[config.mk]
export PLATFORM = sky130hd
export DESIGN_NAME = adc_sample_reader_flat
export DESIGN_NICKNAME = d
export VERILOG_FILES = /design/src/rtl/adc_reader_pkg.sv /design/src/rtl/adc_sample_reader_if.sv /design/src/rtl/adc_sample_reader.sv /design/src/flat_wrapper.sv
export SDC_FILE = /design/constraint.sdc
export NUM_CORES = 1
export LEC_CHECK = 0
export ABC_AREA = 1
export CELL_PAD_IN_SITES_DETAIL_PLACEMENT = 0
export CELL_PAD_IN_SITES_GLOBAL_PLACEMENT = 2
export CORE_MARGIN = 1
export CORE_UTILIZATION = 38
export DETAILED_ROUTE_END_ITERATION = 8
export DONT_BUFFER_PORTS = 1
export GPL_ROUTABILITY_DRIVEN = 0
export PLACE_DENSITY_LB_ADDON = 0.1
export SLEW_MARGIN = 20
export SYNTH_ARGS = -nofsm -noshare
export SYNTH_HDL_FRONTEND = slang
export SYNTH_SLANG_ARGS = --single-unit
[constraint.sdc]
create_clock -name clk -period 4 [get_ports clk]
set_clock_uncertainty 0.2 [all_clocks]
set_input_delay 0.8 -clock clk [delete_from_list [all_inputs] [get_ports clk]]
set_output_delay 0.8 -clock clk [all_outputs]
set_load 0.02 [all_outputs]
[src/rtl/adc_reader_pkg.sv]
// ============================================================================
//  Module      : adc_reader_pkg
//  Description : Shared FSM encoding and Modular ADC CSR constants for the
//                ADC sample reader.
//  Revision    : 1.0 - initial release
// ============================================================================
`default_nettype none

package adc_reader_pkg;

    typedef enum logic [3:0] {
        ST_IDLE     = 4'd0,
        ST_IRQ_EN   = 4'd1,
        ST_SEQ_RUN  = 4'd2,
        ST_WAIT_IRQ = 4'd3,
        ST_RD_REQ   = 4'd4,
        ST_RD_CAP   = 4'd5,
        ST_PUSH     = 4'd6,
        ST_IRQ_CLR  = 4'd7
    } state_t;

    localparam logic        SEQ_CMD        = 1'b0;
    localparam logic [6:0]  SS_IRQ_EN      = 7'h40;
    localparam logic [6:0]  SS_IRQ_STATUS  = 7'h41;
    localparam logic [31:0] SEQ_SINGLE_RUN = 32'h0000_0003;
    localparam logic [31:0] SS_IRQ_BIT     = 32'h0000_0001;

endpackage

`default_nettype wire

[src/rtl/adc_sample_reader_if.sv]
// ============================================================================
//  Module      : adc_sample_reader_if
//  Description : ADC CSR bus (sequencer + sample store) and sample stream
//                bundle between the reader and the ADC IP / sample sink.
//  Revision    : 1.0 - initial release
// ============================================================================
`default_nettype none

interface adc_sample_reader_if #(
    parameter int SAMPLE_W = 12
) ();

    logic                seq_address;
    logic                seq_write;
    logic [31:0]         seq_writedata;
    logic [6:0]          ss_address;
    logic                ss_read;
    logic                ss_write;
    logic [31:0]         ss_writedata;
    logic [31:0]         ss_readdata;
    logic                ss_irq;
    logic                sample_valid;
    logic                sample_ready;
    logic [SAMPLE_W-1:0] sample_data;
    logic [5:0]          sample_slot;

    modport master (
        output seq_address, seq_write, seq_writedata,
        output ss_address, ss_read, ss_write, ss_writedata,
        input  ss_readdata, ss_irq,
        output sample_valid, sample_data, sample_slot,
        input  sample_ready
    );

    modport slave (
        input  seq_address, seq_write, seq_writedata,
        input  ss_address, ss_read, ss_write, ss_writedata,
        output ss_readdata, ss_irq,
        input  sample_valid, sample_data, sample_slot,
        output sample_ready
    );

endinterface

`default_nettype wire

[src/rtl/adc_sample_reader.sv]
// ============================================================================
//  Module      : adc_sample_reader
//  Description : Avalon-MM initiator that arms the Modular ADC IRQ, runs
//                single-cycle sequences and streams the stored samples out.
//  Revision    : 1.0 - initial release
// ============================================================================
`default_nettype none

module adc_sample_reader
    import adc_reader_pkg::*;
#(
    parameter int NUM_SLOTS = 8,
    parameter int TIMEOUT   = 65535,
    parameter int SAMPLE_W  = 12
) (
    input  logic                clk,
    input  logic                rst,
    input  logic                start,
    input  logic                continuous,
    input  logic                stop,
    output logic                busy,
    output logic                done,
    output logic                timeout_err,
    adc_sample_reader_if.master bus
);

    localparam int              c_tmo_w     = $clog2(TIMEOUT + 1);
    localparam logic [c_tmo_w-1:0] c_tmo_last = c_tmo_w'(TIMEOUT - 1);
    localparam logic [5:0]      c_last_slot = 6'(NUM_SLOTS - 1);

    state_t                r_state;
    logic [5:0]            r_slot;
    logic [c_tmo_w-1:0]    r_tmo;
    logic                  r_cont;
    logic                  r_stop;
    logic                  r_done;
    logic                  r_timeout_err;

    logic                  r_seq_address;
    logic                  r_seq_write;
    logic [31:0]           r_seq_writedata;
    logic [6:0]            r_ss_address;
    logic                  r_ss_read;
    logic                  r_ss_write;
    logic [31:0]           r_ss_writedata;
    logic                  r_sample_valid;
    logic [SAMPLE_W-1:0]   r_sample_data;
    logic [5:0]            r_sample_slot;

    // A stop arriving in the same cycle as the IRQ clear still ends the run.
    logic                  w_stop_seen;
    assign w_stop_seen = r_stop | stop;

    always_ff @(posedge clk or posedge rst) begin
        if (rst) begin
            r_state         <= ST_IDLE;
            r_slot          <= '0;
            r_tmo           <= '0;
            r_cont          <= 1'b0;
            r_stop          <= 1'b0;
            r_done          <= 1'b0;
            r_timeout_err   <= 1'b0;
            r_seq_address   <= 1'b0;
            r_seq_write     <= 1'b0;
            r_seq_writedata <= '0;
            r_ss_address    <= '0;
            r_ss_read       <= 1'b0;
            r_ss_write      <= 1'b0;
            r_ss_writedata  <= '0;
            r_sample_valid  <= 1'b0;
            r_sample_data   <= '0;
            r_sample_slot   <= '0;
        end else begin
            r_seq_write <= 1'b0;
            r_ss_write  <= 1'b0;
            r_ss_read   <= 1'b0;
            r_done      <= 1'b0;

            if (stop && (r_state != ST_IDLE)) begin
                r_stop <= 1'b1;
            end

            case (r_state)
                ST_IDLE: begin
                    if (start) begin
                        r_cont        <= continuous;
                        r_timeout_err <= 1'b0;
                        r_stop        <= 1'b0;
                        r_state       <= ST_IRQ_EN;
                    end
                end
                ST_IRQ_EN: begin
                    r_ss_write     <= 1'b1;
                    r_ss_address   <= SS_IRQ_EN;
                    r_ss_writedata <= SS_IRQ_BIT;
                    r_state        <= ST_SEQ_RUN;
                end
                ST_SEQ_RUN: begin
                    r_seq_write     <= 1'b1;
                    r_seq_address   <= SEQ_CMD;
                    r_seq_writedata <= SEQ_SINGLE_RUN;
                    r_slot          <= '0;
                    r_tmo           <= '0;
                    r_state         <= ST_WAIT_IRQ;
                end
                ST_WAIT_IRQ: begin
                    if (bus.ss_irq) begin
                        r_state <= ST_RD_REQ;
                    end else begin
                        r_tmo <= r_tmo + c_tmo_w'(1);
                        if (r_tmo == c_tmo_last) begin
                            r_timeout_err <= 1'b1;
                            r_done        <= 1'b1;
                            r_state       <= ST_IDLE;
                        end
                    end
                end
                ST_RD_REQ: begin
                    r_ss_read    <= 1'b1;
                    r_ss_address <= {1'b0, r_slot};
                    r_state      <= ST_RD_CAP;
                end
                ST_RD_CAP: begin
                    r_sample_data  <= bus.ss_readdata[SAMPLE_W-1:0];
                    r_sample_slot  <= r_slot;
                    r_sample_valid <= 1'b1;
                    r_state        <= ST_PUSH;
                end
                ST_PUSH: begin
                    if (bus.sample_ready) begin
                        r_sample_valid <= 1'b0;
                        if (r_slot == c_last_slot) begin
                            r_state <= ST_IRQ_CLR;
                        end else begin
                            r_slot  <= r_slot + 6'd1;
                            r_state <= ST_RD_REQ;
                        end
                    end
                end
                ST_IRQ_CLR: begin
                    r_ss_write     <= 1'b1;
                    r_ss_address   <= SS_IRQ_STATUS;
                    r_ss_writedata <= SS_IRQ_BIT;
                    if (r_cont && !w_stop_seen) begin
                        r_state <= ST_SEQ_RUN;
                    end else begin
                        r_done  <= 1'b1;
                        r_state <= ST_IDLE;
                    end
                end
                default: begin
                    r_state <= ST_IDLE;
                end
            endcase
        end
    end

    assign busy              = (r_state != ST_IDLE);
    assign done              = r_done;
    assign timeout_err       = r_timeout_err;

    assign bus.seq_address   = r_seq_address;
    assign bus.seq_write     = r_seq_write;
    assign bus.seq_writedata = r_seq_writedata;
    assign bus.ss_address    = r_ss_address;
    assign bus.ss_read       = r_ss_read;
    assign bus.ss_write      = r_ss_write;
    assign bus.ss_writedata  = r_ss_writedata;
    assign bus.sample_valid  = r_sample_valid;
    assign bus.sample_data   = r_sample_data;
    assign bus.sample_slot   = r_sample_slot;

endmodule

`default_nettype wire

[src/flat_wrapper.sv]
// flat-port wrapper written by rule: the top's interface ports become plain ports
module adc_sample_reader_flat import adc_reader_pkg::*;
#(
    parameter int NUM_SLOTS = 8,
    parameter int TIMEOUT   = 65535,
    parameter int SAMPLE_W  = 12
)
  (clk, rst, start, continuous, stop, busy, done, timeout_err, bus_seq_address, bus_seq_write, bus_seq_writedata, bus_ss_address, bus_ss_read, bus_ss_write, bus_ss_writedata, bus_ss_readdata, bus_ss_irq, bus_sample_valid, bus_sample_data, bus_sample_slot, bus_sample_ready);
  adc_sample_reader_if #(.SAMPLE_W(SAMPLE_W)) bus_i ();
  input  logic clk;
  input  logic rst;
  input  logic start;
  input  logic continuous;
  input  logic stop;
  output logic busy;
  output logic done;
  output logic timeout_err;
  output wire logic [$bits(bus_i.seq_address)-1:0] bus_seq_address;
  output wire logic [$bits(bus_i.seq_write)-1:0] bus_seq_write;
  output wire logic [$bits(bus_i.seq_writedata)-1:0] bus_seq_writedata;
  output wire logic [$bits(bus_i.ss_address)-1:0] bus_ss_address;
  output wire logic [$bits(bus_i.ss_read)-1:0] bus_ss_read;
  output wire logic [$bits(bus_i.ss_write)-1:0] bus_ss_write;
  output wire logic [$bits(bus_i.ss_writedata)-1:0] bus_ss_writedata;
  input wire logic [$bits(bus_i.ss_readdata)-1:0] bus_ss_readdata;
  input wire logic [$bits(bus_i.ss_irq)-1:0] bus_ss_irq;
  output wire logic [$bits(bus_i.sample_valid)-1:0] bus_sample_valid;
  output wire logic [$bits(bus_i.sample_data)-1:0] bus_sample_data;
  output wire logic [$bits(bus_i.sample_slot)-1:0] bus_sample_slot;
  input wire logic [$bits(bus_i.sample_ready)-1:0] bus_sample_ready;
  assign bus_seq_address = bus_i.seq_address;
  assign bus_seq_write = bus_i.seq_write;
  assign bus_seq_writedata = bus_i.seq_writedata;
  assign bus_ss_address = bus_i.ss_address;
  assign bus_ss_read = bus_i.ss_read;
  assign bus_ss_write = bus_i.ss_write;
  assign bus_ss_writedata = bus_i.ss_writedata;
  assign bus_i.ss_readdata = bus_ss_readdata;
  assign bus_i.ss_irq = bus_ss_irq;
  assign bus_sample_valid = bus_i.sample_valid;
  assign bus_sample_data = bus_i.sample_data;
  assign bus_sample_slot = bus_i.sample_slot;
  assign bus_i.sample_ready = bus_sample_ready;
  adc_sample_reader #(.NUM_SLOTS(NUM_SLOTS), .TIMEOUT(TIMEOUT), .SAMPLE_W(SAMPLE_W)) u_core (.clk(clk), .rst(rst), .start(start), .continuous(continuous), .stop(stop), .busy(busy), .done(done), .timeout_err(timeout_err), .bus(bus_i));
endmodule
Word-level counts from Yosys, hierarchy flattened
Index checks and enable logic that the tools add are counted.

storage, ports and cells
  word-level logic and storage cells = 80
  bits in registers = 61
  input port bits = 39
  output and inout port bits = 97

operators by class
  bitwise logic cells = 1
  reductions and logical operators = 17
  muxes and demuxes = 29
  equal/unequal tests = 15
  $add $sub $neg = 2

operators with widths
  cell                                                              number
  16-bit case mux with 2 select lines                               1
  4-bit case mux with 8 select lines                                1
  7-bit case mux with 3 select lines                                1
  16-bit by 1-bit adder with 16-bit output (second input constant)  1
  16-bit == test (second input constant)                            1
  4-bit by 3-bit == test with 1-bit output (second input constant)  4
  16-bit 2-to-1 mux                                                 1
  4-bit 2-to-1 mux                                                  4
  1-bit 2-to-1 mux                                                  13
  6-bit 2-to-1 mux                                                  2
  6-bit case mux with 2 select lines                                1
  4-bit by 2-bit == test with 1-bit output (second input constant)  2
  2-bit inequality test (second input constant)                     4
  2-bit nonzero test                                                4
  6-bit by 1-bit adder with 6-bit output (second input constant)    1
  6-bit by 3-bit == test with 1-bit output (second input constant)  1
  1-bit case mux with 2 select lines                                3
  2-bit AND reduction                                               3
  3-bit AND reduction                                               2
  4-bit by 1-bit == test with 1-bit output (second input constant)  1
  4-bit logical NOT                                                 1
  2-bit 2-to-1 mux                                                  2
  4-bit AND reduction                                               1
  4-bit nonzero test                                                1
  7 further kinds                                                   8

Logic depth before layout (Yosys ltp)
Gate-level depths: netlist of the first run.

  depth after elaboration = 5
  gate-level depth with buffers = 9
  gate-level depth less buffers = 9

Worst setup path before layout of the first run
OpenSTA, ideal clock, no wires.

  path type = reg-to-output
  from = reg u_core.r_state[0]
  to = out busy
  buffers on the path = 1
  cell stages (with the launch flop) = 4
  data required time = 3.000 ns
  path slack = 2.220 ns
  arrival = 0.780 ns
  cell sequence = dfrtp_1 -> buf_4 -> nor2_1 -> nand2_1

on the way
  word-level cells in the longest chain between the ends = 1

ends and longest elaborated chain
  item                      RTL line                  source
  start: declaration        adc_sample_reader.sv:31   state_t r_state;
  start signal: assignment  adc_sample_reader.sv:56   r_state <= ST_IDLE;
  start signal: assignment  adc_sample_reader.sv:89   r_state <= ST_IRQ_EN;
  start signal: assignment  adc_sample_reader.sv:96   r_state <= ST_SEQ_RUN;
  4-bit nonzero test        adc_sample_reader.sv:158  assign busy = (r_state != ST_IDLE);
  end: declaration          flat_wrapper.sv:15        output logic busy;

No other way between the ends.

Worst setup path after layout of the first run
  from = reg u_core.r_state[2]
  to = out busy

Same word-level chain as after synthesis.

==> summary.txt, run 1 <==
Outcome
  – Outcome: completed

Clock tree
  – Latest clock arrival within the worst-skew pair: 340 ps
  – Num CTS Buffers: 9
  – Hold Buf Count CTS: 0
  – Htree depth: 3
  – Clk sinks: 60
  – Worst-path clk slew: 80 ps
  – Clock Path Buffers: 2
  – CTS root buf: clkbuf_8
  – Postcts setup bufs: 0
  – Post-cts resize count: 0
  – TritonCTS clock tree: built

Yosys
  – Seq/Total Area, Yosys: 44.4%
  – Syn Area/Cell: 8.47 um2
  – #FFs+latches synth: 60
  – Cells after Synth: 399
  – Main synth FF type: dfrtp_1
  – Fraction of registers with async set or reset after synthesis: 100%
  – Synth warn: 0
  – EDFF count, synth: 0
  – Netlist Area Pre-Place: 0.00338 mm2
  – Netlist cell types: 35

Die
  – Ports: 136
  – Die width: 96.3 um
  – Initial core utilization: 38.9%
  – Row count: 34
  – Core box area: 0.00868 mm2
  – DIE AREA: 0.00927 mm2
  – Chip height: 96.3 um

Critical path
  – Max incr delay on CP: 570 ps
  – Startpoint class of the critical path: flop
  – CP Cell Sequence: inv_2 -> nand2_1
  – Slowest cell on the critical path: dfrtp_1
  – Delay-heaviest family, CP: flip-flops
  – Critical path buffers and inverters: 1
  – Critical path required time: 3000 ps
  – Worst path arrival time: 1290 ps
  – Crit path capture type: output port
  – Critical path peak fanout: 8
  – Crit path kind: flop to output port

Drt
  – Drt pass-1 iters: 4
  – Drt wl/cell: 12.7 um
  – Drt initial violations: 78
  – Drt drc: 0
  – DRT Wirelength: 6.56 mm
  – Vias per Instance: 4.48
  – Remaining antenna violation count: 0
  – Via count: 2,313

Cells and area
  – Final nets: 445
  – Register area: 0.00150 mm2
  – Fillers: 918
  – ANT cells: 0
  – Fin cells: 516
  – Synthesis-to-layout area growth: 2.00%
  – Final Core Density: 39.7%
  – Ratio of cells with drive above 1 in the final layout: 12.7%
  – Multi-input logic area: 0.00143 mm2

STA
  – Period Utilization, post-route: 57.1%
  – Total Neg Setup Slack: 0 ps
  – Final Hold Fails: 0
  – Rel. slew slack: 41.5%
  – Setup slack after layout: 1710 ps
  – Slew @ Worst Pin: 876 ps
  – Fmax achieved: 0.437 GHz
  – Crit path time final: 2290 ps
  – RSZ-0062 raised after global routing: no
  – Endpoints failing setup: 0
  – Count of pins over their slew limit: 0

Power and ir drop
  – Pleak: 1.69 nW
  – Pwr Density: 607 mW/mm2
  – Max IR drop VDD: 0.200 mV

Global route
  – M2 GR Usage: 24.5%
  – Met3 GRT Util: 2.53%
  – Met1 Usage GRT: 21.1%
  – First-pass GRT wire length: 10.8 mm
  – Congestion Overflow GR: 0
  – Vias in the first global route: 2,061
  – GR Util All Layers: 15.7%
  – Pin count of the biggest net entering global routing: 42
  – Gr busiest metal: met2
  – Initial antenna violation count: 0

Hold path
  – Hold WC Path Type: primary input to asynchronous set/reset pin

Place
  – HPWL Detailed: 4.78 mm
  – Cells after DPL: 500
  – Dpl ws: 2000 ps
  – Port bufs: 0

Run
  – Maxcap violations: 0
-- worst register-to-register path: cells and delay by family, from the launching register on --
kind,cells,cell delay (ps)
flops,1,570
simple gates,1,550
mux,1,470
-- cell type report --
type                       count  area share (%)
clock buffer                   9            3.59
clock inverter                 7            2.40
inverter                      43            4.72
multi-input combinational    288            41.6
sequential                    60            43.6
tap                          108            3.92
timing repair buffer           1           0.218
-- metal layers --
layer	part of all wire, %	vias to the layer above
li1	-	1162
met1	49	1060
met2	44	82
met3	5.1	9
met4	1.9	0
met5	0	-
-- cells in the final DEF, fill, tap and decap left out, types with 3 or more instances in the layout --
cell | Yosys | routed
conb_1 | 1 | 62
ha_1 | 3 | 3
inv_1 | 38 | 37
a21oi_1 | 6 | 6
o21ai_1 | 8 | 8
mux2_2 | 12 | 12
o21bai_1 | 3 | 3
clkbuf_8 | 0 | 9
nand2_4 | 3 | 3
o21ai_0 | 18 | 18
nand2_1 | 77 | 77
nand2_2 | 4 | 4
dfrtp_1 | 60 | 60
nand3_1 | 26 | 26
nand4_1 | 11 | 11
inv_2 | 4 | 5
inv_6 | 0 | 3
nor2_1 | 35 | 35
-- synthesized netlist by cell type (all sizes together) (2+ instances only) --
cell | n | share of area (%)
nand2 | 84 | 10
nand4 | 11 | 2.0
a21oi | 8 | 1.4
nor2 | 38 | 4.7
dfrtp | 60 | 44
mux2 | 13 | 4.3
o21bai | 3 | 0.67
buf | 68 | 15
or2 | 2 | 0.37
o21ai | 26 | 3.9
xor2 | 2 | 0.52
nor3 | 2 | 0.44
ha | 3 | 1.1
nand3b | 2 | 0.44
inv | 42 | 4.7
nand3 | 28 | 4.4
-- report_power, final --
part | switching [W] | internal (W) | total (W)
Sequential | 0.000258 | 0.000749 | 0.00101
Combinational | 0.000348 | 0.000160 | 0.000507
Clock | 0.000278 | 0.000298 | 0.000576
-- stage by stage --
stage / total power [W] / hold WS [ps] / cell area (um2)
2_1_floorplan: 0.00148 / 265 / 3610
3_3_place_gp: 0.00153 / 285 / 3240
3_5_place_dp: 0.00154 / 291 / 3240
4_1_cts: 0.00213 / 307 / 3450
5_1_grt: 0.00224 / 342 / 3450
6_report: 0.00209 / 307 / 3450
-- flip-flops by register name, summed over array words and instances (netlist names) --
| signal | flops |
|---|---|
| u_core.bus.ss_write | 1 |
| u_core.r_stop | 1 |
| u_core.done | 1 |
| u_core.bus.seq_writedata | 1 |
| u_core.timeout_err | 1 |
| u_core.r_tmo | 16 |
| u_core.bus.ss_read | 1 |
| u_core.bus.sample_data | 12 |
| u_core.bus.ss_address | 7 |
| u_core.bus.ss_writedata | 1 |
| u_core.bus.sample_slot | 6 |
| u_core.r_state | 3 |
| u_core.r_cont | 1 |
| u_core.r_slot | 6 |
| u_core.bus.seq_write | 1 |
| u_core.bus.sample_valid | 1 |
-- path summary, 6_finish.rpt --
path | slack [ps] | startpoint | to | cells past startpoint
min in group clk | 310 | u_core.r_cont | u_core.r_cont | 1
worst max-delay path | 1710 | u_core.r_state[2] | busy | 2
worst max register to register | 2100 | u_core.r_state[2] | u_core.bus.sample_data[11] | 2
worst min register to register | 310 | u_core.r_cont | u_core.r_cont | 1
worst min-delay path | 310 | rst | u_core.bus.sample_data[1] | 1
max in group asynchronous | 2480 | rst | u_core.bus.sample_data[10] | 2
-- cell families after synthesis --
| family | after synthesis | share of synthesized area, % |
|---|---|---|
| compound gates | 39 | 6.37 |
| other cells | 1 | 0.111 |
| mux | 13 | 4.33 |
| flops | 60 | 44.4 |
| simple gates | 168 | 23.0 |
| fa+ha+maj | 3 | 1.11 |
| buf+inv | 112 | 19.9 |
| xor+xnor | 3 | 0.778 |
Power figures use the tool's default switching activity.
==> run 2: changes to the inputs <==
--- a/config.mk
+++ b/config.mk
@@ -9,7 +9,7 @@
 export CELL_PAD_IN_SITES_DETAIL_PLACEMENT = 0
 export CELL_PAD_IN_SITES_GLOBAL_PLACEMENT = 2
 export CORE_MARGIN = 1
-export CORE_UTILIZATION = 38
+export CORE_UTILIZATION = 32
 export DETAILED_ROUTE_END_ITERATION = 8
 export DONT_BUFFER_PORTS = 1
 export GPL_ROUTABILITY_DRIVEN = 0
==> constraint.sdc (replaced) <==
create_clock -name clk -period 2.05 [get_ports clk]
set_clock_uncertainty 0.2 [all_clocks]
set_input_delay 0.41 -clock clk [delete_from_list [all_inputs] [get_ports clk]]
set_output_delay 0.41 -clock clk [all_outputs]
set_load 0.02 [all_outputs]
==> run 2 against run 1 <==
  * Clock power increased by 130%
  * Largest cell class unchanged
  * Hold slack got worse by 280 ps
  * Register-to-register slack got worse by 1800 ps
  * Die area increased by 18%
  * Sequential power increased by 95%
  * Critical path depth increased by 1
  * Flip-flop and latch count unchanged
  * Cell count increased by 8.3%
==> summary.txt, run 2 (synthesis results as in run 1) <==
Outcome
  – Outcome: completed

Place
  – Port bufs: 0 (unchanged)
  – Area after DPL: 0.00334 mm2 (+3.2%)
  – Cells after DPL: 535 (+7.0%)
  – HPWL Detailed: 5.34 mm (+12%)

Cells and area
  – Post-route cell area: 0.00367 mm2 (+6.6%)
  – Top reg by flops: u_core.r_tmo
  – Ratio of cells with drive above 1 in the final layout: 14.2% (+1.4 points)
  – Commonest non-fill, non-tap cell in the layout: nand2_1
  – Fin cells: 559 (+8.3%)
  – Register area: 0.00150 mm2 (about the same)
  – Multi-input logic area: 0.00143 mm2 (unchanged)
  – Most frequent cells in the layout: nand2_1 (77), conb_1 (62), dfrtp_1 (59), inv_1 (37), nor2_1 (35)
  – Final nets: 460 (+3.4%)
  – ANT cells: 0 (unchanged)
  – Synthesis-to-layout area growth: 8.70%
  – Max reg flops: 16 (unchanged)
  – Fillers: 1,064 (+16%)

Hold path
  – Min-delay src: bus_ss_readdata[9]
  – Hold WC Path Type: primary input to flop

Critical path
  – Critical path required time: 1440 ps (-1560 ps)
  – Critical path peak fanout: 8 (unchanged)
  – Critical path origin: u_core.r_state[2]
  – Worst r2r src: u_core.r_slot[0]
  – Startpoint class of the critical path: flop
  – Crit path capture type: output port
  – Crit path kind: flop to output port
  – Worst path arrival time: 1320 ps (+30 ps)

Clock tree
  – Worst-path clk slew: 70 ps (about the same)
  – Clock Path Buffers: 2 (unchanged)
  – Latest clock arrival within the worst-skew pair: 340 ps (about the same)
  – Num CTS Buffers: 9 (unchanged)
  – TritonCTS clock tree: built
  – Postcts setup bufs: 0 (unchanged)
  – CTS root buf: clkbuf_8
  – Clk sinks: 60 (unchanged)
  – Htree depth: 3 (unchanged)

Drt
  – Drt drc: 0 (unchanged)
  – Drt initial violations: 79 (+1.3%)
  – Drt pass-1 iters: 4 (unchanged)
  – Vias per Instance: 4.22 (-5.9%)
  – DRT Wirelength: 7.22 mm (+10%)
  – Via count: 2,358 (+1.9%)
  – Drt wl/cell: 12.9 um (+1.6%)
  – Remaining antenna violation count: 0 (unchanged)

Global route
  – Initial antenna violation count: 0 (unchanged)
  – M2 GR Usage: 23.0% (-1.5 points)
  – GR Util All Layers: 13.9% (-1.8 points)
  – Pin count of the biggest net entering global routing: 28 (-33%)
  – Congestion Overflow GR: 0 (unchanged)
  – First-pass GRT wire length: 11.8 mm (+9.5%)
  – Met3 GRT Util: 2.87% (+0.34 points)
  – Met1 Usage GRT: 17.7% (-3.3 points)
  – Vias in the first global route: 2,261 (+9.7%)
  – Gr busiest metal: met2

STA
  – Total Neg Setup Slack: 0 ps (unchanged)
  – Endpoints failing setup: 0 (unchanged)
  – Fmax achieved: 0.519 GHz
  – Final Hold Fails: 0 (unchanged)
  – Crit path time final: 1930 ps
  – WHS: 22.2 ps (-284 ps)
  – Period Utilization, post-route: 94.0%
  – Count of pins over their slew limit: 0 (unchanged)
  – RSZ-0062 raised after global routing: no

Die
  – Initial core utilization: 32.9% (-6.1 points)
  – Die width: 105 um (+8.8%)
  – DIE AREA: 0.0110 mm2 (+18%)
  – Ports: 136 (unchanged)
  – Row count: 37 (+8.8%)
  – Chip height: 105 um (+8.8%)
  – Core box area: 0.0103 mm2 (+18%)

Run
  – Maxcap violations: 0 (unchanged)

Power and ir drop
  – Max IR drop VDD: 0.432 mV (+120%)
  – Pleak: 1.78 nW (+5.2%)
  – Pwr Density: 1190 mW/mm2 (+97%)
-- run 2: cell types whose count changed in the layout (fill, tap and decap cells not counted), sizes merged --
| cell | delta |
|---|---|
| buf | +7 |
| bufinv | +2 |
| clkinv | +2 |
| dlygate4sd3 | +8 |
| inv | -4 |
-- run 2: power breakdown --
part / total [W] / internal [W] / switching (W)
Clock: 0.00134 / 0.000816 / 0.000520
Combinational: 0.00107 / 0.000362 / 0.000709
Sequential: 0.00197 / 0.00146 / 0.000509
Total: 0.00438 / 0.00264 / 0.00174
-- run 2: worst paths after layout --
kind / endpoint / depth (start not counted) / slack, ps
min in group asynchronous: u_core.r_tmo[2] / 2 / 350
min reg2reg: u_core.r_cont / 1 / 300
max in group asynchronous: u_core.r_state[0] / 3 / 790
max: busy / 3 / 120
min: u_core.bus.sample_data[9] / 1 / 20
max reg2reg: u_core.r_slot[4] / 6 / 300
-- run 2: area by class of cell --
type                       count  share of cell area, %
sequential                    60                   40.9
multi-input combinational    288                   39.0
tap                          136                   4.63
inverter                      43                   4.53
timing repair buffer          16                   4.16
clock buffer                   9                   3.37
clock inverter                 7                   3.37
-- run 2: worst max-delay path, cell delays in order, from the launching register on --
cell and delay [ps]:
dfrtp_1 560, inv_2 120, nand2_1 140, buf_4 160
-- run 2: routing by layer --
layer / vias up / share of wire, %
li1: 1191 / -
met1: 1077 / 47
met2: 81 / 47
met3: 9 / 4.8
met4: 0 / 1.4
met5: - / 0
-- run 2: metrics by stage --
stage / power (W) / worst slack, ps / util [%]
6_report: 0.00438 / 123 / 35.7
5_1_grt: 0.00465 / 13.1 / 35.7
4_1_cts: 0.00447 / 69.7 / 35.7
3_5_place_dp: 0.00308 / 282 / 32.5
3_3_place_gp: 0.00306 / 294 / 32.5
2_1_floorplan: 0.00288 / 475 / -
-- run 2: what timing repair did --
item,in CTS,in global routing
resized for setup,0,1
endpoints found under the setup margin,0,1
hold buffers,8,0
hold endpoints to repair,20,0
